<file path="src/rtl/muxnx1_rr_if.sv">
// muxnx1_rr_if: handshake bundle for the N:1 round-robin mux.
// Ports: a/a_valid/a_ready (N producers), mode/s (grant policy),
//        y/y_valid/y_ch/y_ready (single consumer stream).
// Modports: master = producer/consumer side, slave = the mux.
interface muxnx1_rr_if #(
    parameter int N     = 4,
    parameter int WIDTH = 8
);
    localparam int SW = $clog2(N);

    logic [N*WIDTH-1:0] a;
    logic [N-1:0]       a_valid;
    logic [N-1:0]       a_ready;
    logic               mode;
    logic [SW-1:0]      s;
    logic [WIDTH-1:0]   y;
    logic               y_valid;
    logic [SW-1:0]      y_ch;
    logic               y_ready;

    modport master (
        output a, a_valid, mode, s, y_ready,
        input  a_ready, y, y_valid, y_ch
    );

    modport slave (
        input  a, a_valid, mode, s, y_ready,
        output a_ready, y, y_valid, y_ch
    );
endinterface

</file>
<file path="src/rtl/muxnx1_rr.sv">
// muxnx1_rr: N:1 mux, fixed or round-robin grant, one-entry output register.
// Ports: clk, rst_n (async, active-low), bus (muxnx1_rr_if.slave).
module muxnx1_rr #(
    parameter int N     = 4,
    parameter int WIDTH = 8
) (
    input  logic       clk,
    input  logic       rst_n,
    muxnx1_rr_if.slave bus
);
    localparam int SW = $clog2(N);

    localparam logic [0:0] S_EMPTY = 1'b0;
    localparam logic [0:0] S_FULL  = 1'b1;

    logic [0:0]       r_state;
    logic [WIDTH-1:0] r_y;
    logic [SW-1:0]    r_ych;
    logic [SW-1:0]    r_ptr;

    logic             w_load_en;
    logic             w_gnt;
    logic [SW-1:0]    w_g;
    logic             w_xfer;
    logic [N-1:0]     w_onehot;
    logic [WIDTH-1:0] w_data;
    logic [SW-1:0]    w_ptr_nxt;

    // Register can accept when empty or being drained this cycle.
    assign w_load_en = (r_state == S_EMPTY) | bus.y_ready;

    // Round-robin search runs from the highest offset down so that the
    // channel closest to the pointer is the last (winning) assignment.
    always_comb begin
        int j;
        w_gnt = 1'b0;
        w_g   = '0;
        j     = 0;
        if (!bus.mode) begin
            for (int i = 0; i < N; i++) begin
                if (bus.s == SW'(i) && bus.a_valid[i]) begin
                    w_gnt = 1'b1;
                    w_g   = SW'(i);
                end
            end
        end else begin
            for (int k = N - 1; k >= 0; k--) begin
                j = int'(r_ptr) + k;
                if (j >= N) begin
                    j = j - N;
                end
                if (bus.a_valid[j]) begin
                    w_gnt = 1'b1;
                    w_g   = SW'(j);
                end
            end
        end
    end

    always_comb begin
        w_data = '0;
        for (int i = 0; i < N; i++) begin
            if (w_g == SW'(i)) begin
                w_data = bus.a[i*WIDTH +: WIDTH];
            end
        end
    end

    assign w_xfer    = w_load_en & w_gnt;
    assign w_onehot  = {{(N-1){1'b0}}, 1'b1} << w_g;
    assign w_ptr_nxt = (w_g == SW'(N - 1)) ? '0 : w_g + SW'(1);

    // rst_n gates a_ready so no producer sees an accept while held in reset.
    assign bus.a_ready = (rst_n && w_xfer) ? w_onehot : '0;

    always_ff @(posedge clk or negedge rst_n) begin
        if (!rst_n) begin
            r_state <= S_EMPTY;
            r_y     <= '0;
            r_ych   <= '0;
            r_ptr   <= '0;
        end else if (w_load_en) begin
            if (w_gnt) begin
                r_state <= S_FULL;
                r_y     <= w_data;
                r_ych   <= w_g;
                r_ptr   <= w_ptr_nxt;
            end else begin
                r_state <= S_EMPTY;
            end
        end
    end

    assign bus.y       = r_y;
    assign bus.y_ch    = r_ych;
    assign bus.y_valid = (r_state == S_FULL);
endmodule

</file>
<file path="src/flat_wrapper.sv">
// flat-port wrapper written by rule: the top's interface ports become plain ports
module muxnx1_rr_flat 
#(
    parameter int N     = 4,
    parameter int WIDTH = 8
)
  (clk, rst_n, bus_a, bus_a_valid, bus_mode, bus_s, bus_y_ready, bus_a_ready, bus_y, bus_y_valid, bus_y_ch);
  muxnx1_rr_if #(.N(N), .WIDTH(WIDTH)) bus_i ();
  input  logic clk;
  input  logic rst_n;
  input wire logic [$bits(bus_i.a)-1:0] bus_a;
  input wire logic [$bits(bus_i.a_valid)-1:0] bus_a_valid;
  input wire logic [$bits(bus_i.mode)-1:0] bus_mode;
  input wire logic [$bits(bus_i.s)-1:0] bus_s;
  input wire logic [$bits(bus_i.y_ready)-1:0] bus_y_ready;
  output wire logic [$bits(bus_i.a_ready)-1:0] bus_a_ready;
  output wire logic [$bits(bus_i.y)-1:0] bus_y;
  output wire logic [$bits(bus_i.y_valid)-1:0] bus_y_valid;
  output wire logic [$bits(bus_i.y_ch)-1:0] bus_y_ch;
  assign bus_i.a = bus_a;
  assign bus_i.a_valid = bus_a_valid;
  assign bus_i.mode = bus_mode;
  assign bus_i.s = bus_s;
  assign bus_i.y_ready = bus_y_ready;
  assign bus_a_ready = bus_i.a_ready;
  assign bus_y = bus_i.y;
  assign bus_y_valid = bus_i.y_valid;
  assign bus_y_ch = bus_i.y_ch;
  muxnx1_rr #(.N(N), .WIDTH(WIDTH)) u_core (.clk(clk), .rst_n(rst_n), .bus(bus_i));
endmodule
</file>
<file path="config.mk">
export PLATFORM = sky130hd
export DESIGN_NAME = muxnx1_rr_flat
export DESIGN_NICKNAME = d
export VERILOG_FILES = /design/src/rtl/muxnx1_rr_if.sv /design/src/rtl/muxnx1_rr.sv /design/src/flat_wrapper.sv
export SDC_FILE = /design/constraint.sdc
export NUM_CORES = 1
export LEC_CHECK = 0
export CAP_MARGIN = 20
export CORE_MARGIN = 2
export CORE_UTILIZATION = 41
export CTS_CLUSTER_DIAMETER = 50
export DETAILED_ROUTE_END_ITERATION = 10
export PLACE_DENSITY = 0.85
export SETUP_SLACK_MARGIN = 0.02
export SYNTH_ARGS = -nofsm -noshare
export SYNTH_HDL_FRONTEND = slang
export SYNTH_SLANG_ARGS = --single-unit
</file>
<file path="constraint.sdc">
create_clock -name clk -period 6.9 [get_ports clk]
set_input_delay 1.38 -clock clk [delete_from_list [all_inputs] [get_ports clk]]
set_output_delay 1.38 -clock clk [all_outputs]
set_load 0.02 [all_outputs]
</file>
==> metrics.txt <==
outcome=complete, no violations; Synth-to-Final Area Change=59.4%; clk_skew=0.00864 ns; post-synthesis cell count=101; CP Cell Sequence=clkdlybuf4s50_1, nand4b_1, o21ai_0, o41ai_1, ha_1, and3_1, clkdlybuf4s50_1; crit end category=primary output; total power=0.428 mW; crit-path most repeated cell=clkdlybuf4s50_1; vias post-DR=1011; Synth area leaders=dfrtp_1 (32%), mux2_4 (8.8%), mux2_2 (6.6%); # port buffers=56; Final nets=204; first-pass GRT wire length=4410 um; Ant. Diodes=0; Initial Util=0.424; WL final=2860 um; core area=0.00241 mm2; CTS tree=yes; PnR worst setup slack=1.12 ns; die area=0.00291 mm2; total gr overflow=0; antenna violations before repair=0; clock root cell=clkbuf_4; RSZ-0062 raised after global routing=no; max-slew violation count=0; Setup-failing EPs final=0; # rows=18; CP delay by family, top=buffers and inverters; Seq/Total Area, Yosys=0.319; worst path bufs/invs=2; relative slew slack=0.529; Post-Route Setup TNS=0 ns; post-route cell area=0.00163 mm2; Slowest-stage cell, CP=o41ai_1; ys flop type=dfrtp_1; Max VDD drop=0.000212 V; post-synth net total=147; placed cell count=183; hold-fix buffers at CTS=0; Final Hold Fails=0; Ports=57; Post-synth EDFFs=0; Slew @ Worst Pin=0.704 ns; Mapped Area=0.00102 mm2; CTS max path bufs=2; fin crit share=0.838; clock-pin slew on the worst setup and hold paths=0.09 ns; WL per Instance=15.3 um; Clk Latency, worst-skew pair=0.28 ns; critical path class=input pin to primary output; layout cells sized above 1=0.134; Critical Path Max Stage Delay=0.68 ns; DP HPWL=2250 um; CTS Buf Count=3; router iterations before antenna repair=4; die width=53.9 um; syn_area_per_cell=10.1 um2; largest net degree at the start of global routing=18; YS warnings=0; ys async rst share=1.00; Critical Path Start Type=input pin; gpl congestion=0.810; Yosys cell types=29; commonest non-fill, non-tap cell in the layout=clkdlybuf4s50_1; post-route DRC violation count=0; WP depth=7; vias in the first global route=1024; Leak=0.671 nW; Synth top area share=0.319; Hold Path Depth=1; GRT Overall Usage=0.211; CP arrival=4.40 ns; # clock sinks=13; CTS H-tree lvls=1; Max Clk Rate=173 MHz; critical path fanouts, max=17; Synth area leader=dfrtp_1; final cell count without fillers=187; # resized after CTS=0; initial DRC count=17; Routed Antenna Nets=0; worst hold path type=flop to flop; CP Data Required Time=5.52 ns; FF-to-FF path depth=9; Post-CTS Repair Setup Buffers=0; most frequent cells in the layout=clkdlybuf4s50_1 (56), dfrtp_1 (13), nand2_1 (11); hold_ws=0.517 ns; final-layout fill cell count=196; Vias/cell=5.41; Die H=53.9 um; post-layout min period=5.78 ns; post-synthesis register bit count=13; Place WS=1.12 ns; placed inst area=0.00160 mm2; Core Util, Final=0.675; Power per Cell Area=263 mW/mm2; Max-cap violations=0
[worst reg2reg max path, stage by stage (launching register included)]
cell and delay (ns):
dfrtp_1 0.44, nand4b_1 0.14, o21ai_0 0.12, o41ai_1 0.68
inv_1 0.15, ha_1 0.37, nor2b_1 0.47, a221oi_1 0.18
o31ai_1 0.29, mux2_4 0.19
[per-layer routing]
metal  track usage  part of all wire
met1         0.239              0.40
met2         0.372              0.50
met3        0.0667             0.078
met4        0.0641             0.019
met5             0                 0
[flip-flops by register name (all words and copies together) (netlist names)]
register	flops
u_core.r_ptr	2
u_core.bus.y_ch	2
u_core.bus.y	8
u_core.bus.y_valid	1
[power by group]
| group | internal, mW | total [mW] | switching (mW) |
|---|---|---|---|
| Clock | 0.0215 | 0.0485 | 0.0270 |
| Combinational | 0.138 | 0.249 | 0.111 |
| Sequential | 0.107 | 0.130 | 0.0222 |
| Total | 0.267 | 0.428 | 0.160 |
[worst paths after layout]
check,endpoint,slack (ns),startpoint
hold / removal,u_core.bus.y[7],0.52,u_core.bus.y[7]
hold reg to reg,u_core.bus.y[7],0.52,u_core.bus.y[7]
setup / recovery,bus_a_ready[2],1.12,bus_a_valid[3]
max in group asynchronous,u_core.bus.y[3],4.93,rst_n
setup reg to reg,u_core.bus.y[6],3.81,u_core.r_ptr[0]
min in group asynchronous,u_core.bus.y[5],1.51,rst_n
[synthesized netlist by cell type, types with 2 or more instances]
master / instances
and3_1: 4
dfrtp_1: 13
nor2b_1: 9
ha_1: 4
mux2_2: 6
nor2_1: 2
o31ai_1: 7
mux2_1: 2
nand3_1: 2
nand2_1: 11
o21ai_0: 4
mux2_4: 6
clkbuf_1: 3
inv_1: 6
a221oi_1: 7
a21oi_1: 2
[layout make-up]
| type | instances | area (um2) | area share |
|---|---|---|---|
| clock buffer | 3 | 22.5 | 0.0138 |
| clock inverter | 1 | 5.00 | 0.00307 |
| inverter | 6 | 22.5 | 0.0138 |
| multi-input combinational | 77 | 647 | 0.397 |
| sequential | 13 | 325 | 0.200 |
| tap | 30 | 37.5 | 0.0231 |
| timing repair buffer | 57 | 568 | 0.349 |
[logic make-up (layout without fill, tap and decap cells)]
kind of cell	after synthesis	in the layout	share of synthesized area
buffers and inverters	11	67	0.0478
multiplexers	17	17	0.230
adder cells (fa/ha/maj)	4	4	0.0490
flip-flops	13	13	0.319
AND/OR/NAND/NOR	32	32	0.170
AO/OA/AOI/OAI	24	24	0.184
Power figures use the tool's default switching activity.
==> patch: new RTL, config.mk and constraints unchanged <==
`WIDTH` is set to 8 in 3 places; all go to 9.
--- a/src/rtl/muxnx1_rr_if.sv
+++ b/src/rtl/muxnx1_rr_if.sv
@@ -6,3 +6,3 @@
     parameter int N     = 4,
-    parameter int WIDTH = 8
+    parameter int WIDTH = 9
 );
--- a/src/rtl/muxnx1_rr.sv
+++ b/src/rtl/muxnx1_rr.sv
@@ -4,3 +4,3 @@
     parameter int N     = 4,
-    parameter int WIDTH = 8
+    parameter int WIDTH = 9
 ) (
--- a/src/flat_wrapper.sv
+++ b/src/flat_wrapper.sv
@@ -4,3 +4,3 @@
     parameter int N     = 4,
-    parameter int WIDTH = 8
+    parameter int WIDTH = 9
 )
Ports: changed (resized bus_a and bus_y); port bits go from 57 to 62. The function was not compared with the original's and may differ.
==> patch against the unedited design <==
- largest power group unchanged
- wire length grew 6.7%
- area after synthesis grew 6.9%
- sequential cell count grew 1
- sequential share of layout area grew 0.13 points
- power grew 11%
- final area grew 7.0%
- worst setup slack lost 0.050 ns
- non-clock buffer count grew 4
- critical path type unchanged
==> patch: results (changes against the unedited design) <==
----------------------------------------------------
[Setup path]
  FF-to-FF Start ... u_core.r_ptr[1]$_DFFE_PN0N_
  Crit path arrival time ... 4.45 ns (+0.05 ns)

[Placement]
  Number of input and output port buffers inserted ... 61 (+8.9%)
  Placer congestion estimate ... 0.850 (+4.9%)
  Count of placed standard cells including taps ... 193 (+5.5%)

[Synth]
  Sequential fraction of the synthesis area ... 32.1% (+0.25 points)
  Syn_nets ... 159 (+8.2%)
  Cell types occupying the most area after synthesis ... dfrtp_1, mux2_4, mux2_2, a221oi_1, nor2b_1
  Gate count after technology mapping ... 109 (+7.9%)
  Mux share of post-synthesis cell area ... 22.6% (-0.45 points)
  Compound-cell area share of the yosys netlist ... 18.7% (+0.31 points)

[Min path]
  Worst hold path endpoint ... u_core.bus.y[8]$_DFFE_PN0N_

[GRT]
  GRT Util Overall ... 21.3% (+0.22 points)
  Vias in the first global route ... 1,197 (+17%)
  Largest net degree at the start of global routing ... 20 (+2)
  Met2 Usage GRT ... 35.4% (-1.8 points)

[Pwr]
  Leakage dissipation ... 0.711 nW (+6.0%)
  Peak supply drop ... 0.000203 V (-4.1%)
  Switching Power ... 0.175 mW (+9.5%)

[STA]
  Worst slew margin ... 50.4% (-2.5 points)

[Drt]
  Average detailed-routed wire length per instance ... 15.5 um (+1.3%)
  Met3 WL post-DR ... 335 um (+51%)
  Initial DRC count ... 28 (+11)
  Vias per inst ... 5.52 (+2.1%)

[Final layout]
  Number of nets in the layout ... 218 (+6.9%)
  Share of final-layout standard cells stronger than drive strength 1 ... 12.6% (-0.80 points)
  Flip-flop count of the largest register, all copies and words added ... 9 (+1)

[Status]
  Outcome ... finished, final reports clean

----------------------------------------------------
==> patch: worst max-delay path by stage <==
| stage | startpoint | end | slack [ns] | depth (start not counted) |
|---|---|---|---|---|
| 5_1_grt | bus_a_valid[3] | bus_a_ready[3] | 0.88 | 7 |
| 6_report | bus_a_valid[3] | bus_a_ready[3] | 1.07 | 7 |
| 3_3_place_gp | bus_a_valid[3] | bus_a_ready[3] | 1.24 | 7 |
| 3_5_place_dp | bus_a_valid[3] | bus_a_ready[3] | 1.13 | 7 |
| 4_1_cts | bus_a_valid[3] | bus_a_ready[3] | 1.11 | 7 |
| 2_1_floorplan | bus_a_valid[3] | bus_a_ready[3] | 2.34 | 7 |
==> patch: power groups by stage <==
stage / logic [mW] / registers [mW] / clock network (mW)
after global placement: 0.267 / 0.140 / 0
final: 0.272 / 0.141 / 0.0605
after global routing: 0.294 / 0.146 / 0.0645
after detailed placement: 0.272 / 0.142 / 0
after CTS: 0.273 / 0.141 / 0.0603
after floorplan: 0.121 / 0.175 / 0
==> patch: logic make-up after synthesis <==
logic type | Yosys count
AOI/OAI and AO/OA | 26
adders and majority gates | 4
buffers and inverters | 13
DFF | 14
muxes | 18
and+or+nand+nor | 34
==> patch: area by class of cell <==
type,instances,area [um2]
fillers,182,758
well taps,30,37.5
clock buffers,4,36.3
flip-flops and latches,14,350
multi-input cells,82,684
repair buffers,61,611
inverters,6,22.5
==> patch: per-stage QoR <==
step	area [um2]	hold slack, ns	setup slack (ns)	utilization [%]
after detailed placement	1710	0.482	1.13	68.2
after CTS	1740	0.503	1.11	69.7
final	1740	0.495	1.07	69.7
after floorplan	1090	0.545	2.34	-
after global placement	1710	0.470	1.24	68.2
after global routing	1740	0.532	0.880	69.7
